$ cat config.mk
export PLATFORM = sky130hd
export DESIGN_NAME = home_command_transmitter
export DESIGN_NICKNAME = d
export VERILOG_FILES = /design/src/rtl/home_command_transmitter_pkg.sv /design/src/rtl/home_command_transmitter_command_fifo.sv /design/src/rtl/home_command_transmitter.sv
export SDC_FILE = /design/constraint.sdc
export NUM_CORES = 1
export LEC_CHECK = 0
export CAP_MARGIN = 10
export CORE_UTILIZATION = 57
export CTS_BUF_LIST = sky130_fd_sc_hd__clkbuf_16
export CTS_CLUSTER_SIZE = 28
export DETAILED_ROUTE_END_ITERATION = 16
export PLACE_DENSITY = 0.79
export SETUP_SLACK_MARGIN = 0.3
export SLEW_MARGIN = 20
export SYNTH_ARGS = -nofsm -noshare
export SYNTH_HDL_FRONTEND = slang
export SYNTH_HIERARCHICAL = 1
export SYNTH_SLANG_ARGS = --single-unit
$ cat constraint.sdc
create_clock -name clk_i -period 3.7 [get_ports clk_i]
set_clock_uncertainty 0.15 [all_clocks]
set_input_delay 0.74 -clock clk_i [delete_from_list [all_inputs] [get_ports clk_i]]
set_output_delay 0.74 -clock clk_i [all_outputs]
set_load 0.01 [all_outputs]
$ cat src/rtl/home_command_transmitter_pkg.sv
// Shared definitions for the home command link: field widths, transmitter
// FSM encoding and the command type codes the receiver's decoder expects.

`ifndef COMMAND_CONTROL_TYPE_WIDTH
`define COMMAND_CONTROL_TYPE_WIDTH 2
`endif

`ifndef COMMAND_CONTROL_DATA_WIDTH
`define COMMAND_CONTROL_DATA_WIDTH 8
`endif

package home_command_transmitter_pkg;

    // Transmitter sequencing states
    typedef enum logic [1:0] {
        IDLE = 2'd0,
        SEND = 2'd1,
        GAP  = 2'd2
    } tx_state_t;

    // Command type codes, kept identical to the receiver's decoder
    localparam logic [`COMMAND_CONTROL_TYPE_WIDTH-1:0] CMD_ECO          = 'd0;
    localparam logic [`COMMAND_CONTROL_TYPE_WIDTH-1:0] CMD_AC_MODE      = 'd1;
    localparam logic [`COMMAND_CONTROL_TYPE_WIDTH-1:0] CMD_PERSON_COUNT = 'd2;
    localparam logic [`COMMAND_CONTROL_TYPE_WIDTH-1:0] CMD_SECURITY     = 'd3;

endpackage

$ cat src/rtl/home_command_transmitter_command_fifo.sv
// Small synchronous FIFO holding pending command requests. Besides the head
// entry it exposes the entry behind the head, so the sequencer can load the
// next command into its output registers in the same cycle it pops.

module home_command_transmitter_command_fifo #(
    parameter int WIDTH = 10,
    parameter int DEPTH = 4
) (
    input  logic                     clk,
    input  logic                     srst,
    input  logic                     push,
    input  logic                     pop,
    input  logic                     flush,
    input  logic [WIDTH-1:0]         din,
    output logic [WIDTH-1:0]         head,
    output logic [WIDTH-1:0]         head_next,
    output logic                     full,
    output logic                     empty,
    output logic [$clog2(DEPTH):0]   count
);

    localparam int PTR_W = $clog2(DEPTH);
    localparam int CNT_W = PTR_W + 1;

    logic [WIDTH-1:0] mem [DEPTH];
    logic [PTR_W-1:0] wr_ptr_reg;
    logic [PTR_W-1:0] rd_ptr_reg;
    logic [PTR_W-1:0] rd_ptr_inc;
    logic [CNT_W-1:0] count_reg;
    logic             do_push;
    logic             do_pop;

    // Full/empty come from the registered count only; a pop in the same cycle
    // never opens room for a push.
    assign full       = (count_reg == CNT_W'(DEPTH));
    assign empty      = (count_reg == '0);
    assign count      = count_reg;
    assign do_push    = push & ~full & ~flush;
    assign do_pop     = pop & ~empty & ~flush;
    assign rd_ptr_inc = rd_ptr_reg + PTR_W'(1);

    // Storage is tiny, so reads are asynchronous from the entry array
    assign head      = mem[rd_ptr_reg];
    assign head_next = mem[rd_ptr_inc];

    // Write the incoming request into the tail slot
    always_ff @(posedge clk) begin
        if (do_push) begin
            mem[wr_ptr_reg] <= din;
        end
    end

    // Pointer and occupancy bookkeeping; pointers wrap modulo DEPTH
    always_ff @(posedge clk) begin
        if (srst || flush) begin
            wr_ptr_reg <= '0;
            rd_ptr_reg <= '0;
            count_reg  <= '0;
        end else begin
            if (do_push) begin
                wr_ptr_reg <= wr_ptr_reg + PTR_W'(1);
            end
            if (do_pop) begin
                rd_ptr_reg <= rd_ptr_inc;
            end
            case ({do_push, do_pop})
                2'b10:   count_reg <= count_reg + CNT_W'(1);
                2'b01:   count_reg <= count_reg - CNT_W'(1);
                default: count_reg <= count_reg;
            endcase
        end
    end

endmodule

$ cat src/rtl/home_command_transmitter.sv
// Remote-control side of the home command interface. Buffers requests and
// replays each one REPEAT_COUNT times as single-cycle strobes separated by at
// least GAP_CYCLES idle cycles.

module home_command_transmitter
    import home_command_transmitter_pkg::*;
#(
    parameter int TYPE_W       = `COMMAND_CONTROL_TYPE_WIDTH,
    parameter int DATA_W       = `COMMAND_CONTROL_DATA_WIDTH,
    parameter int FIFO_DEPTH   = 4,
    parameter int GAP_CYCLES   = 2,
    parameter int REPEAT_COUNT = 1
) (
    input  logic              clk_i,
    input  logic              rst_i,
    input  logic              req_valid_i,
    input  logic [TYPE_W-1:0] req_type_i,
    input  logic [DATA_W-1:0] req_data_i,
    output logic              req_ready_o,
    input  logic              flush_i,
    output logic              command_valid_o,
    output logic [TYPE_W-1:0] command_type_o,
    output logic [DATA_W-1:0] command_data_o,
    output logic              busy_o,
    output logic              overflow_o
);

    localparam int CNT_W = $clog2(FIFO_DEPTH) + 1;
    localparam int REP_W = $clog2(REPEAT_COUNT + 1);
    localparam int GAP_W = $clog2(GAP_CYCLES + 1);
    localparam int ENT_W = TYPE_W + DATA_W;
    localparam logic [REP_W-1:0] REP_LOAD = REP_W'(REPEAT_COUNT - 1);
    localparam logic [GAP_W-1:0] GAP_LOAD = GAP_W'(GAP_CYCLES - 1);

    tx_state_t         state_reg;
    tx_state_t         state_next;
    logic [REP_W-1:0]  repeat_cnt_reg;
    logic [GAP_W-1:0]  gap_cnt_reg;

    logic              fifo_push;
    logic              fifo_pop;
    logic              fifo_full;
    logic              fifo_empty;
    logic [CNT_W-1:0]  fifo_count;
    logic [ENT_W-1:0]  fifo_head;
    logic [ENT_W-1:0]  fifo_head_next;

    logic              valid_next;
    logic [TYPE_W-1:0] type_next;
    logic [DATA_W-1:0] data_next;

    assign req_ready_o = ~fifo_full;
    assign fifo_push   = req_valid_i & ~fifo_full & ~flush_i;
    assign busy_o      = (fifo_count != '0) | (state_reg != IDLE);

    home_command_transmitter_command_fifo #(
        .WIDTH (ENT_W),
        .DEPTH (FIFO_DEPTH)
    ) u_command_fifo (
        .clk       (clk_i),
        .srst      (rst_i),
        .push      (fifo_push),
        .pop       (fifo_pop),
        .flush     (flush_i),
        .din       ({req_type_i, req_data_i}),
        .head      (fifo_head),
        .head_next (fifo_head_next),
        .full      (fifo_full),
        .empty     (fifo_empty),
        .count     (fifo_count)
    );

    // FSM state register
    always_ff @(posedge clk_i) begin
        if (rst_i) begin
            state_reg <= IDLE;
        end else begin
            state_reg <= state_next;
        end
    end

    // Next-state logic; the head is popped in the last gap cycle of its final
    // repetition. An entry pushed in that same cycle is not counted, so it is
    // picked up through IDLE rather than skipped.
    always_comb begin
        state_next = state_reg;
        fifo_pop   = 1'b0;
        case (state_reg)
            IDLE: begin
                if (!fifo_empty) begin
                    state_next = SEND;
                end
            end
            SEND: begin
                state_next = GAP;
            end
            GAP: begin
                if (gap_cnt_reg == '0) begin
                    if (repeat_cnt_reg != '0) begin
                        state_next = SEND;
                    end else begin
                        fifo_pop   = 1'b1;
                        state_next = (fifo_count > CNT_W'(1)) ? SEND : IDLE;
                    end
                end
            end
            default: begin
                state_next = IDLE;
            end
        endcase
        if (flush_i) begin
            state_next = IDLE;
            fifo_pop   = 1'b0;
        end
    end

    // Repeat and gap counters
    always_ff @(posedge clk_i) begin
        if (rst_i || flush_i) begin
            repeat_cnt_reg <= '0;
            gap_cnt_reg    <= '0;
        end else begin
            case (state_reg)
                IDLE: begin
                    if (state_next == SEND) begin
                        repeat_cnt_reg <= REP_LOAD;
                    end
                end
                SEND: begin
                    gap_cnt_reg <= GAP_LOAD;
                end
                GAP: begin
                    if (gap_cnt_reg != '0) begin
                        gap_cnt_reg <= gap_cnt_reg - GAP_W'(1);
                    end else if (repeat_cnt_reg != '0) begin
                        repeat_cnt_reg <= repeat_cnt_reg - REP_W'(1);
                    end else begin
                        repeat_cnt_reg <= REP_LOAD;
                    end
                end
                default: begin
                    repeat_cnt_reg <= '0;
                end
            endcase
        end
    end

    // Output values for the next cycle; when popping into SEND the entry
    // behind the head becomes the command being sent.
    always_comb begin
        valid_next = (state_next == SEND);
        type_next  = command_type_o;
        data_next  = command_data_o;
        case (state_next)
            IDLE: begin
                type_next = '0;
                data_next = '0;
            end
            SEND: begin
                {type_next, data_next} = fifo_pop ? fifo_head_next : fifo_head;
            end
            default: begin
                type_next = command_type_o;
                data_next = command_data_o;
            end
        endcase
    end

    // Registered command outputs
    always_ff @(posedge clk_i) begin
        if (rst_i) begin
            command_valid_o <= 1'b0;
            command_type_o  <= '0;
            command_data_o  <= '0;
        end else begin
            command_valid_o <= valid_next;
            command_type_o  <= type_next;
            command_data_o  <= data_next;
        end
    end

    // Sticky overflow flag for requests offered while the FIFO was full
    always_ff @(posedge clk_i) begin
        if (rst_i || flush_i) begin
            overflow_o <= 1'b0;
        end else if (req_valid_i && !req_ready_o) begin
            overflow_o <= 1'b1;
        end
    end

endmodule

==> summary.txt <==
Synth
  – Top post-synthesis cells by area: edfxtp_1, dfxtp_1, mux4_2
  – Post-synthesis sequential area ratio: 56.3%
  – Post-synthesis cell type count: 45
  – Cells after Synth: roughly 190
  – Top FF cell, synth: edfxtp_1
  – Mapped cell area: 3020 sq um
  – Synth top area share: 39.7%
  – Synth async-reset ratio: 0%
  – Most frequent cell after synthesis: edfxtp_1
  – Mean area per synthesized cell: 15.6 sq um
  – Yosys warns: 6
  – Synth Net Count: about 220
  – Post-synth EDFFs: 40
  – Top cells by count, synth: edfxtp_1, dfxtp_1, mux4_2
  – Yosys top cell by area: edfxtp_1
  – Synth Register Bits: 65

CTS
  – Post-cts sizing count: 0
  – Clock Tree Root: clkbuf_16
  – # Post-CTS Setup Buffers: 0
  – CTS tree: built
  – H-tree depth: 3
  – Clock transition at path regs: around 0.060 ns
  – Worst-Skew Late Latency: 0.32 ns
  – Clock Tree Buf Depth: 2
  – Clock sink count: 65
  – Number of CTS-inserted buffers: 9
  – Cts hold-fix bufs: 0

Timing
  – Worst hold slack: 0.324 ns
  – Final Cycle Share: between 80 and 90%
  – Setup slack after layout: between 0.5 and 0.6 ns
  – Final setup violation count: 0
  – Max Clk Rate: between 0.3 and 0.4 GHz
  – Slew @ Worst Pin: roughly 0.80 ns
  – Rel. slew slack: 46.5%
  – Final Max Slew Viols: 0
  – Final hold viol count: 0
  – RSZ-0062 raised after global routing: false
  – Post-layout min period: 3.20 ns
  – Final setup TNS: 0 ns

Pwr
  – P per Cell Area: 472 nW/um^2
  – Total power: 1.71 mW
  – Lkg Pwr: 1.23 nW
  – VDD IR-drop max: 0.413 mV

Floorplanning
  – Die width: approximately 75 um
  – I/O pin total: 28
  – Die Ht: roughly 75 um
  – Core ar.: roughly 5100 sq um
  – FP Rows: 26
  – Die ar.: 5600 sq um
  – Initial Util: 59.2%

Drt
  – Avg Vias per Cell: slightly below 6
  – ANT nets after route: 0
  – Pre-Repair DR Iteration Count: 4
  – Initial DRC count: 120
  – # DRC: 0
  – Total routed wirelength: about 5.7 mm
  – DR vias: 1777
  – Drt wl/cell: 18.9 um

Layout
  – Layout cells sized above 1: roughly 28%
  – Final instance area: roughly 3600 sq um
  – Nets@finish: 245
  – Footprint of the multi-input gates: roughly 1200 sq um
  – Synth-to-layout area growth: 20.2%
  – Sequential Area: about 1700 sq um
  – Fillers: 357
  – Diode count: 0
  – Max FFs per register: 40

Setup path
  – Crit end category: register
  – Reg-to-Reg Start: u_command_fifo/count[2]
  – R2r setup slk: 0.63 ns
  – Startpoint Class: primary input
  – Crit path from: flush_i
  – Worst setup endpoint: u_command_fifo/count[2]
  – Arr. time, crit path: 3.30 ns
  – CP Max Fanout: 5
  – Critical path data required time: 3.80 ns
  – Reg-to-Reg End: u_command_fifo/count[2]
  – FF-to-FF path depth: 12
  – Critical path class: primary input to register

Min path
  – Worst hold path depth: 1
  – Worst hold path class: register to register

Placed design
  – DP Worst Slack: ~0.17 ns
  – Hpwl dp: 3.63 mm
  – GPL Wtd Cong: 0.737
  – Area after DPL: 3310 sq um
  – PortBufs: 27

GRT
  – Pin count of the biggest net entering global routing: 14
  – First-pass GRT wire length: roughly 9 mm
  – Number of global-route vias before repair: 1798
  – GR Overflow Total: 0
  – Initial antenna violation count: 0
  – GRT Total Usage: 23.3%

Status
  – Status: completed

Flow run
  – Max Cap Viol: 0
==> stage by stage <==
stage	instances	util [%]
after global routing	299	71.2
final	299	71.2
after detailed placement	283	64.9
after CTS	299	71.2
after floorplan	194	-
after global placement	283	64.9
==> critical path, cell delays in order <==
cell	delay, ns
clkdlybuf4s50_1	0.50
and4bb_4	0.34
nor3b_2	0.29
ha_1	0.24
inv_1	0.06
fa_1	0.38
xor2_1	0.16
or3_2	0.40
a21oi_1	0.17
==> cell families after synthesis <==
family	share of synthesized area [%]
simple gates	7.78
mux	19.2
flops	56.3
fa+ha+maj	3.15
buf+inv	4.43
xor+xnor	0.580
compound gates	8.53
==> power breakdown <==
group,switching (mW),total [mW],internal [mW],leakage [nW]
Clock,0.302,0.891,0.589,0.155
Sequential,0.00322,0.777,0.774,0.563
Combinational,0.0216,0.0462,0.0246,0.513
Total,0.327,1.71,1.39,1.23
==> cell type report <==
| type | count | area share [%] |
|---|---|---|
| multi-input cells | 106 | 32.7 |
| clock inverters | 7 | 2.62 |
| flip-flops and latches | 65 | 46.8 |
| repair buffers | 30 | 8.06 |
| well taps | 70 | 2.41 |
| clock buffers | 9 | 6.20 |
| inverters | 12 | 1.24 |
==> cells in the final DEF, fill, tap and decap left out, types with 2 or more instances in the layout <==
cell type | synthesis | layout
clkinv_4 | 0 | 2
buf_4 | 3 | 3
nor3b_1 | 2 | 2
clkdlybuf4s50_1 | 0 | 27
nor2b_1 | 2 | 2
nor3_1 | 4 | 4
mux2i_1 | 12 | 12
edfxtp_1 | 40 | 40
ha_1 | 6 | 6
or3_1 | 2 | 2
bufinv_16 | 0 | 2
mux4_2 | 20 | 20
nor2_1 | 8 | 8
nand2_1 | 5 | 5
and3_2 | 4 | 4
o2bb2ai_2 | 9 | 9
clkbuf_16 | 0 | 9
inv_1 | 12 | 12
clkinv_2 | 0 | 2
dfxtp_1 | 25 | 25
a21oi_1 | 6 | 6
xor2_1 | 2 | 2
o31ai_1 | 2 | 2
==> routing by layer <==
metal / wire (um) / track usage [%] / up-vias
li1: - / - / 820
met1: 2260 / 27.5 / 894
met2: 3120 / 40.0 / 56
met3: 218 / 5.62 / 7
met4: 70 / 11.9 / 0
met5: 0 / 0 / -
==> worst min-delay path by stage <==
stage	to	slack (ns)	from
2_1_floorplan	command_type_o[1]	0.34	command_type_o[1]
3_3_place_gp	command_type_o[1]	0.30	command_type_o[1]
3_5_place_dp	command_type_o[0]	0.31	command_type_o[0]
4_1_cts	command_data_o[5]	0.33	command_data_o[5]
5_1_grt	command_data_o[3]	0.34	command_data_o[3]
6_report	command_type_o[0]	0.32	command_type_o[0]
Power figures use the tool's default switching activity.
